$ cat config.mk
export PLATFORM = sky130hd
export DESIGN_NAME = ahb_lite_arbiter_2m_flat
export DESIGN_NICKNAME = d
export VERILOG_FILES = /design/src/rtl/ahb_lite_arbiter_2m_if.sv /design/src/rtl/ahb_lite_arbiter_2m.sv /design/src/flat_wrapper.sv
export SDC_FILE = /design/constraint.sdc
export NUM_CORES = 1
export LEC_CHECK = 0
export CAP_MARGIN = 40
export CORE_AREA = 4 4 92 94
export DETAILED_ROUTE_END_ITERATION = 8
export DIE_AREA = 0 0 96 98
export PLACE_DENSITY = 0.81
export SLEW_MARGIN = 20
export SYNTH_ARGS = -nofsm -noshare
export SYNTH_HDL_FRONTEND = slang
export SYNTH_SLANG_ARGS = --single-unit
$ cat constraint.sdc
create_clock -name HCLK -period 1.8 [get_ports HCLK]
set_clock_uncertainty 0.05 [all_clocks]
set_input_delay 0.27 -clock HCLK [delete_from_list [all_inputs] [get_ports HCLK]]
set_output_delay 0.27 -clock HCLK [all_outputs]
set_load 0.005 [all_outputs]
$ cat src/rtl/ahb_lite_arbiter_2m_if.sv
// Bus bundle between the two AHB-Lite masters, the arbiter and the shared bus.
// slave: the arbiter's view; master: the masters plus slave-mux side.
interface ahb_lite_arbiter_2m_if;
    logic [1:0]       req_m;
    logic [1:0]       gnt_m;
    logic [1:0][31:0] haddr_m;
    logic [1:0][1:0]  htrans_m;
    logic [1:0]       hwrite_m;
    logic [1:0][2:0]  hsize_m;
    logic [1:0][2:0]  hburst_m;
    logic [1:0][3:0]  hprot_m;
    logic [1:0]       hmastlock_m;
    logic [1:0][31:0] hwdata_m;

    logic [31:0]      haddr;
    logic [1:0]       htrans;
    logic             hwrite;
    logic [2:0]       hsize;
    logic [2:0]       hburst;
    logic [3:0]       hprot;
    logic             hmastlock;
    logic [31:0]      hwdata;
    logic             hready;
    logic             hmaster;

    modport slave (
        input  req_m, haddr_m, htrans_m, hwrite_m, hsize_m, hburst_m,
               hprot_m, hmastlock_m, hwdata_m, hready,
        output gnt_m, haddr, htrans, hwrite, hsize, hburst, hprot,
               hmastlock, hwdata, hmaster
    );

    modport master (
        output req_m, haddr_m, htrans_m, hwrite_m, hsize_m, hburst_m,
               hprot_m, hmastlock_m, hwdata_m, hready,
        input  gnt_m, haddr, htrans, hwrite, hsize, hburst, hprot,
               hmastlock, hwdata, hmaster
    );
endinterface

$ cat src/rtl/ahb_lite_arbiter_2m.sv
// Two-master AHB-Lite arbiter: separate address/data-phase ownership, handover
// only at single-transfer or idle boundaries, with a per-owner transfer quota.
module ahb_lite_arbiter_2m #(
    parameter int DEFAULT_MASTER = 0,
    parameter int MAX_HOLD       = 16
) (
    input  logic                 HCLK,
    input  logic                 RESET,
    ahb_lite_arbiter_2m_if.slave bus
);
    localparam int              CNT_W      = $clog2(MAX_HOLD + 1);
    localparam logic            DEF_OWN    = 1'(DEFAULT_MASTER);
    localparam logic [CNT_W:0]  HOLD_LIMIT = (CNT_W + 1)'(MAX_HOLD);
    localparam logic [1:0]      TR_IDLE    = 2'b00;
    localparam logic [1:0]      TR_NONSEQ  = 2'b10;
    localparam logic [2:0]      BURST_SGL  = 3'b000;

    logic             addr_own_q, addr_own_d;
    logic             data_own_q, data_own_d;
    logic [CNT_W-1:0] hold_cnt_q, hold_cnt_d;

    logic             oth_idx;
    logic             own_req, oth_req;
    logic [1:0]       own_trans;
    logic [2:0]       own_burst;
    logic             own_lock;
    logic             accept;
    logic             handover_ok;
    logic [CNT_W:0]   cnt_next;
    logic [CNT_W-1:0] cnt_sat;

    assign oth_idx   = ~addr_own_q;
    assign own_req   = bus.req_m[addr_own_q];
    assign oth_req   = bus.req_m[oth_idx];
    assign own_trans = bus.htrans_m[addr_own_q];
    assign own_burst = bus.hburst_m[addr_own_q];
    assign own_lock  = bus.hmastlock_m[addr_own_q];

    assign accept   = bus.hready & own_trans[1];
    assign cnt_next = {1'b0, hold_cnt_q} + {{CNT_W{1'b0}}, accept};
    assign cnt_sat  = (cnt_next >= HOLD_LIMIT) ? HOLD_LIMIT[CNT_W-1:0] : cnt_next[CNT_W-1:0];

    // SEQ/BUSY never qualify, so a burst is never split between masters.
    assign handover_ok = bus.hready
                       & ~(own_lock & (own_trans != TR_IDLE))
                       & ((own_trans == TR_IDLE)
                          | ((own_trans == TR_NONSEQ) & (own_burst == BURST_SGL)));

    always_comb begin
        addr_own_d = addr_own_q;
        hold_cnt_d = cnt_sat;
        if (handover_ok) begin
            if (oth_req && (!own_req || (cnt_next >= HOLD_LIMIT))) begin
                addr_own_d = oth_idx;
                hold_cnt_d = '0;
            end else if (!oth_req && !own_req && (addr_own_q != DEF_OWN)) begin
                addr_own_d = DEF_OWN;
                hold_cnt_d = '0;
            end
        end
        data_own_d = bus.hready ? addr_own_q : data_own_q;
    end

    always_ff @(posedge HCLK) begin
        if (RESET) begin
            addr_own_q <= DEF_OWN;
            data_own_q <= DEF_OWN;
            hold_cnt_q <= '0;
        end else begin
            addr_own_q <= addr_own_d;
            data_own_q <= data_own_d;
            hold_cnt_q <= hold_cnt_d;
        end
    end

    // Grants come straight from the owner register: no REQ-to-GNT comb path.
    for (genvar gi = 0; gi < 2; gi++) begin : g_gnt
        assign bus.gnt_m[gi] = (addr_own_q == 1'(gi));
    end

    assign bus.haddr     = bus.haddr_m[addr_own_q];
    assign bus.htrans    = bus.htrans_m[addr_own_q];
    assign bus.hwrite    = bus.hwrite_m[addr_own_q];
    assign bus.hsize     = bus.hsize_m[addr_own_q];
    assign bus.hburst    = bus.hburst_m[addr_own_q];
    assign bus.hprot     = bus.hprot_m[addr_own_q];
    assign bus.hmastlock = bus.hmastlock_m[addr_own_q];
    assign bus.hwdata    = bus.hwdata_m[data_own_q];
    assign bus.hmaster   = data_own_q;
endmodule
$ cat src/flat_wrapper.sv
// flat-port wrapper written by rule: the top's interface ports become plain ports
module ahb_lite_arbiter_2m_flat 
#(
    parameter int DEFAULT_MASTER = 0,
    parameter int MAX_HOLD       = 16
)
  (HCLK, RESET, bus_req_m, bus_haddr_m, bus_htrans_m, bus_hwrite_m, bus_hsize_m, bus_hburst_m, bus_hprot_m, bus_hmastlock_m, bus_hwdata_m, bus_hready, bus_gnt_m, bus_haddr, bus_htrans, bus_hwrite, bus_hsize, bus_hburst, bus_hprot, bus_hmastlock, bus_hwdata, bus_hmaster);
  ahb_lite_arbiter_2m_if bus_i ();
  input  logic HCLK;
  input  logic RESET;
  input wire logic [$bits(bus_i.req_m)-1:0] bus_req_m;
  input wire logic [$bits(bus_i.haddr_m)-1:0] bus_haddr_m;
  input wire logic [$bits(bus_i.htrans_m)-1:0] bus_htrans_m;
  input wire logic [$bits(bus_i.hwrite_m)-1:0] bus_hwrite_m;
  input wire logic [$bits(bus_i.hsize_m)-1:0] bus_hsize_m;
  input wire logic [$bits(bus_i.hburst_m)-1:0] bus_hburst_m;
  input wire logic [$bits(bus_i.hprot_m)-1:0] bus_hprot_m;
  input wire logic [$bits(bus_i.hmastlock_m)-1:0] bus_hmastlock_m;
  input wire logic [$bits(bus_i.hwdata_m)-1:0] bus_hwdata_m;
  input wire logic [$bits(bus_i.hready)-1:0] bus_hready;
  output wire logic [$bits(bus_i.gnt_m)-1:0] bus_gnt_m;
  output wire logic [$bits(bus_i.haddr)-1:0] bus_haddr;
  output wire logic [$bits(bus_i.htrans)-1:0] bus_htrans;
  output wire logic [$bits(bus_i.hwrite)-1:0] bus_hwrite;
  output wire logic [$bits(bus_i.hsize)-1:0] bus_hsize;
  output wire logic [$bits(bus_i.hburst)-1:0] bus_hburst;
  output wire logic [$bits(bus_i.hprot)-1:0] bus_hprot;
  output wire logic [$bits(bus_i.hmastlock)-1:0] bus_hmastlock;
  output wire logic [$bits(bus_i.hwdata)-1:0] bus_hwdata;
  output wire logic [$bits(bus_i.hmaster)-1:0] bus_hmaster;
  assign bus_i.req_m = bus_req_m;
  assign bus_i.haddr_m = bus_haddr_m;
  assign bus_i.htrans_m = bus_htrans_m;
  assign bus_i.hwrite_m = bus_hwrite_m;
  assign bus_i.hsize_m = bus_hsize_m;
  assign bus_i.hburst_m = bus_hburst_m;
  assign bus_i.hprot_m = bus_hprot_m;
  assign bus_i.hmastlock_m = bus_hmastlock_m;
  assign bus_i.hwdata_m = bus_hwdata_m;
  assign bus_i.hready = bus_hready;
  assign bus_gnt_m = bus_i.gnt_m;
  assign bus_haddr = bus_i.haddr;
  assign bus_htrans = bus_i.htrans;
  assign bus_hwrite = bus_i.hwrite;
  assign bus_hsize = bus_i.hsize;
  assign bus_hburst = bus_i.hburst;
  assign bus_hprot = bus_i.hprot;
  assign bus_hmastlock = bus_i.hmastlock;
  assign bus_hwdata = bus_i.hwdata;
  assign bus_hmaster = bus_i.hmaster;
  ahb_lite_arbiter_2m #(.DEFAULT_MASTER(DEFAULT_MASTER), .MAX_HOLD(MAX_HOLD)) u_core (.HCLK(HCLK), .RESET(RESET), .bus(bus_i));
endmodule
# After elaboration in Yosys (flattened, before gate mapping)
# Index checks and enable logic that the tools add are counted.
[op_classes]
n_addsub = 1
magnitude_cmp = 4
eq_ne = 1
mux = 26
n_bitwise = 8
reduce_logical = 11
[ops]
columns = ["operator", "n"]
rows = [
  ["32-bit two-way mux", 4],
  ["5-bit two-way mux", 4],
  ["3-bit two-way mux", 4],
  ["1-bit two-way mux", 10],
  ["4-bit two-way mux", 2],
  ["5-bit by 1-bit adder with 6-bit output", 1],
  ["6-bit by 5-bit >= comparator with 1-bit output (second input constant)", 1],
  ["1-bit by 2-bit less-than comparator with 1-bit output (second input constant)", 3],
  ["1-bit bitwise AND", 5],
  ["2-bit two-way mux", 2],
  ["2-bit nonzero test", 2],
  ["1-bit logical AND", 3],
  ["3-bit zero test", 1],
  ["2-bit equality test (second input constant)", 1],
  ["1-bit zero test", 2],
  ["2-bit zero test", 1],
  ["1-bit inverter", 2],
  ["2-bit AND reduction", 1],
  ["1-bit logical OR", 1],
  ["1-bit OR", 1],
]
[word_totals]
regBits = 7
in_bits = 161
out_inout_bits = 81
word_cells = 54

# Depth between registers and ports, before layout
[logic_depth]
depth_word = 9
ltp_mapped = 9
mapped_depth_nobuf = 8

# Worst setup path after synthesis
# OpenSTA, ideal clock, no wires.
[synth_timing]
path_kind = "reg2reg"
from = "register u_core.addr_own_q"
to = "register u_core.addr_own_q"
setup_ns = 0.119
arrival_ns = 1.842
required_time_ns = 1.631
slack_ns = -0.211
stages_incl_launch_ff = 10
synth_period_minus_slack_ns = 2.011
cell_sequence = "dfxtp_1 buf_6 nand2b_1 a21oi_1 ha_1 ha_1 a31oi_1 a41o_1 o21a_1 o221a_2"
[synth_via]
elab_chain_len = 9
elab_cells_between_ends = 33
classes_between = "1 x add/sub; 1 x order compare; 1 x eq/ne; 11 x mux; 8 x bitwise; 11 x reduce/logical"
[synth_lines]
columns = ["element", "line_no", "rtl"]
rows = [
  ["from (decl)", "ahb_lite_arbiter_2m.sv:18", "logic addr_own_q, addr_own_d;"],
  ["from (signal assigned)", "ahb_lite_arbiter_2m.sv:70", "addr_own_q <= addr_own_d;"],
  ["2-bit two-way mux (implied by the code) (2 in a row)", "ahb_lite_arbiter_2m.sv:35", "assign own_trans = bus.htrans_m[addr_own_q];"],
  ["1-bit bitwise AND", "ahb_lite_arbiter_2m.sv:39", "assign accept = bus.hready & own_trans[1];"],
  ["5-bit by 1-bit adder with 6-bit output", "ahb_lite_arbiter_2m.sv:40", "assign cnt_next = {1'b0, hold_cnt_q} + {{CNT_W{1'b0}}, accept};"],
  ["6-bit by 5-bit >= comparator with 1-bit output", "ahb_lite_arbiter_2m.sv:53", "if (oth_req && (!own_req || (cnt_next >= HOLD_LIMIT))) begin"],
  ["1-bit logical OR", "ahb_lite_arbiter_2m.sv:53", ""],
  ["1-bit logical AND", "ahb_lite_arbiter_2m.sv:53", ""],
  ["2-bit nonzero test (no line)", "--", ""],
  ["2-bit AND reduction (no line)", "--", ""],
]
# Several ways; a longest one is shown, not always the timed one. The select of a mux whose other input is x is not followed.
# A chain may end at the register's enable or synchronous reset.

# Worst setup path after layout
# Same ends and word-level chain as after synthesis.

==> key figures <==
Status
  – Run status: complete, but fails checks
  – Violations in the final reports: setup timing

GRT
  – Global-route wire length before repair: 12500 µm
  – Antenna violations before repair: 0
  – Global routing usage summed across all routing layers: 0.174
  – Overall overflow remaining after global route: 0
  – Maximum number of pins on one net before global-route repair: 16
  – Number of global-route vias before repair: 2451

Clocking
  – CTS tree: built
  – Root Buffer Master: sky130_fd_sc_hd__clkbuf_8
  – Number of buffers inserted for hold repair after clock tree synthesis: 0
  – Number of buffers inserted during clock tree synthesis: 3
  – Clock-pin slew of the registers on the worst-case setup and hold paths: 0.04 ns
  – Sink Count: 7
  – Number of H-tree branching levels: 1
  – Skew-Pair Late Insertion Delay: 0.23 ns
  – Clock Path Buffers: 2

Synth
  – Post-synthesis sequential area ratio: 0.105
  – Number of flops mapped to enable cells by yosys: 0
  – Total of flip-flops plus latches after synthesis: 7
  – Post-synth top area share: 0.644
  – Leading area contributor after synthesis: sky130_fd_sc_hd__mux2_2
  – Post-Synthesis Cell Area: 1330 µm²
  – Number of library cell types mapped by synthesis: 31
  – Main flop type after synthesis: sky130_fd_sc_hd__dfxtp_1
  – Mean area per synthesized cell: 9.84 µm²
  – Async set or reset register ratio after synthesis: 0
  – Number of instances in the synthesized netlist: 135
  – Dominant cells by area after synthesis: sky130_fd_sc_hd__mux2_2 (64%), sky130_fd_sc_hd__dfxtp_1 (11%), sky130_fd_sc_hd__clkbuf_1 (2.0%)
  – Number of warning messages in the yosys log: 0
  – Post-Syn Nets: 298

Placed design
  – Total half-perimeter wirelength after legalization and detailed placement: 7400 µm
  – Placement-stage cell area: 3980 µm²
  – Placement-stage worst setup slack: -0.514 ns
  – Routability Congestion: 0.835
  – Port Buffer Count: 241
  – Placed cell count: 482

Timing
  – Unrepaired setup endpoints after global routing: true
  – Actual slew at the worst max-slew pin: 0.339 ns
  – Fmax: 0.518 GHz
  – Worst relative slew slack: 0.772
  – Final setup violation count: 22
  – Slew Viols, Final: 0
  – Final period util: 1.07
  – Min Clock Period, post-route: 1.93 ns
  – Final WS setup: -0.129 ns
  – Final hold violation count: 0

Final layout
  – Post-route standard cell area excluding fillers: 4330 µm²
  – ANT cells: 0
  – Area Growth Syn to Fin: 226%
  – Fraction of layout cells with a size suffix above 1: 0.416
  – Filler-free cell count of the finished design: 508
  – Final design utilization: 0.566
  – Number of nets in the layout: 570

Worst setup path
  – Data arrival, critical path: 1.99 ns
  – Capture instance of the worst register-to-register path: u_core.addr_own_q
  – Kind of end point of the critical path: flop
  – Number of buffer and inverter stages on the critical path: 0
  – Worst R2R Start: u_core.addr_own_q
  – Series of cell instances along the critical path: nand2b_4 -> a21oi_2 -> ha_2 -> ha_4 -> a31oi_1 -> a41o_1 -> o21a_1 -> o221a_2
  – CP max-delay cell: sky130_fd_sc_hd__dfxtp_4
  – Dominant delay contributor by cell family on the critical path: compound AO/OA/AOI/OAI gates
  – Minimum setup slack among reg-to-reg paths: -0.13 ns
  – CP Data Required Time: 1.86 ns
  – Worst reg2reg path depth: 8
  – Highest fanout seen on the critical path: 4
  – Critical setup path kind: reg2reg
  – Launching element type of the critical path: flop
  – Largest incremental delay on the critical path: 0.37 ns

Min path
  – Worst Hold Depth: 3
  – Hold path endpoint: u_core.bus.hmaster
  – Worst min path class: in2reg
  – Worst hold start: bus_hready

Power and ir drop
  – Maximum VDD drop: 135 µV
  – Total design power: 1240 µW
  – Power per cell area: 286 nW/µm²
  – Pleak: 0.00186 µW

Die
  – Row cnt: 32
  – Die H: 98 µm
  – Boundary Pins: 242
  – Initial cell density of the core: 0.174
  – Horiz. Die Dim: 96 µm
  – Die area: 9410 µm²
  – Core area: 7650 µm²

Drt
  – Avg WL per Cell: 17.5 µm
  – Number of vias in the routed layout: 2159
  – Number of nets with antenna violations after detailed routing: 0
  – DRC Markers: 0
  – Total Wirelength: 8870 µm
  – Number of violations reported at the end of detailed-routing iteration 0: 70
  – Via density: 4.25
  – DR pass1 iterations: 4

Flow run
  – MaxCap Viol Count: 0
-- final cells by class --
| class | count | area, µm² |
|---|---|---|
| Inverter | 3 | 11.3 |
| Fill cell | 665 | 3320 |
| Multi-Input combinational cell | 113 | 1230 |
| Clock buffer | 4 | 45.0 |
| Timing Repair Buffer | 279 | 2770 |
| Sequential cell | 7 | 148 |
| Tap cell | 102 | 128 |
-- layer usage --
metal	vias to the layer above	track usage	wire length, µm
li1	1046	-	-
met1	991	0.182	3060
met2	112	0.335	4910
met3	10	0.0508	796
met4	0	0.0339	109
met5	-	0	0
-- synthesized netlist by cell type (2+ instances only) --
cell                        n
sky130_fd_sc_hd__mux2_2    76
sky130_fd_sc_hd__clkbuf_1   7
sky130_fd_sc_hd__dfxtp_1    7
sky130_fd_sc_hd__nor2_1     5
sky130_fd_sc_hd__a21oi_1    3
sky130_fd_sc_hd__inv_1      3
sky130_fd_sc_hd__nand2_1    3
sky130_fd_sc_hd__a211oi_1   2
sky130_fd_sc_hd__and2_1     2
sky130_fd_sc_hd__buf_2      2
sky130_fd_sc_hd__buf_4      2
sky130_fd_sc_hd__ha_1       2
sky130_fd_sc_hd__nor2b_1    2
sky130_fd_sc_hd__nor4_1     2
-- layout by cell type, fill, tap and decap left out, drive strengths merged, types with 2 or more instances in the layout --
cell | netlist | routed
clkdlybuf4s15 | 0 | 3
inv | 3 | 3
a21oi | 3 | 3
and2 | 2 | 2
ha | 2 | 2
clkbuf | 7 | 18
dlymetal6s2s | 0 | 7
or2 | 2 | 2
nand2 | 3 | 3
dlygate4sd2 | 0 | 32
dfxtp | 7 | 7
mux2 | 77 | 77
nor2 | 5 | 5
a211oi | 2 | 2
buf | 5 | 64
nor2b | 2 | 2
clkdlybuf4s50 | 0 | 159
nor4 | 2 | 2
-- cell families (layout without fill, tap and decap cells) --
family / count (synthesis) / count (layout) / synth area share
muxes: 78 / 78 / 0.663
and+or+nand+nor: 18 / 18 / 0.0706
buffers and inverters: 15 / 286 / 0.0556
AOI/OAI and AO/OA: 13 / 13 / 0.0735
DFF: 7 / 7 / 0.105
adders and majority gates: 2 / 2 / 0.0188
xor gates and xnor gates: 2 / 2 / 0.0132
-- per-stage QoR --
step	hold slack (ns)	TNS [ns]
global route	0.509	-1.98
CTS	0.448	-2.48
floorplan	0.292	-0.152
global placement	0.480	-3.06
finish	0.443	-0.769
detailed placement	0.508	-3.53
-- how the worst max path moves through the flow --
| stage | startpoint | endpoint | depth (start not counted) |
|---|---|---|---|
| floorplan | u_core.addr_own_q | u_core.addr_own_q | 9 |
| global placement | bus_hready | u_core.addr_own_q | 9 |
| detailed placement | bus_htrans_m[1] | u_core.addr_own_q | 9 |
| CTS | u_core.addr_own_q | u_core.addr_own_q | 8 |
| global route | u_core.addr_own_q | u_core.addr_own_q | 8 |
| finish | u_core.addr_own_q | u_core.addr_own_q | 8 |
-- sequential cells by signal, summed over array words and instances (netlist names) --
register,count
u_core.hold_cnt_q,5
u_core.addr_own_q,1
u_core.bus.hmaster,1
-- repair_timing --
action                                  4_1_cts  5_1_grt
buffers inserted                             12        8
resized for setup                           178       72
pin swaps                                     5        3
endpoints found under the setup margin       85       49
gates cloned                                  3        1
-- power breakdown --
part | switching (µW) | leakage, µW | internal, µW
logic | 227 | 0.00178 | 624
clock network | 69.4 | 0.0000228 | 153
registers | 5.43 | 0.0000583 | 158
-- worst min-delay path: stages --
cell                            delay (ns)
sky130_fd_sc_hd__dlygate4sd2_1        0.24
sky130_fd_sc_hd__mux2i_1              0.09
sky130_fd_sc_hd__nor2_1               0.08
No activity file was read; power rests on OpenSTA's default activity.
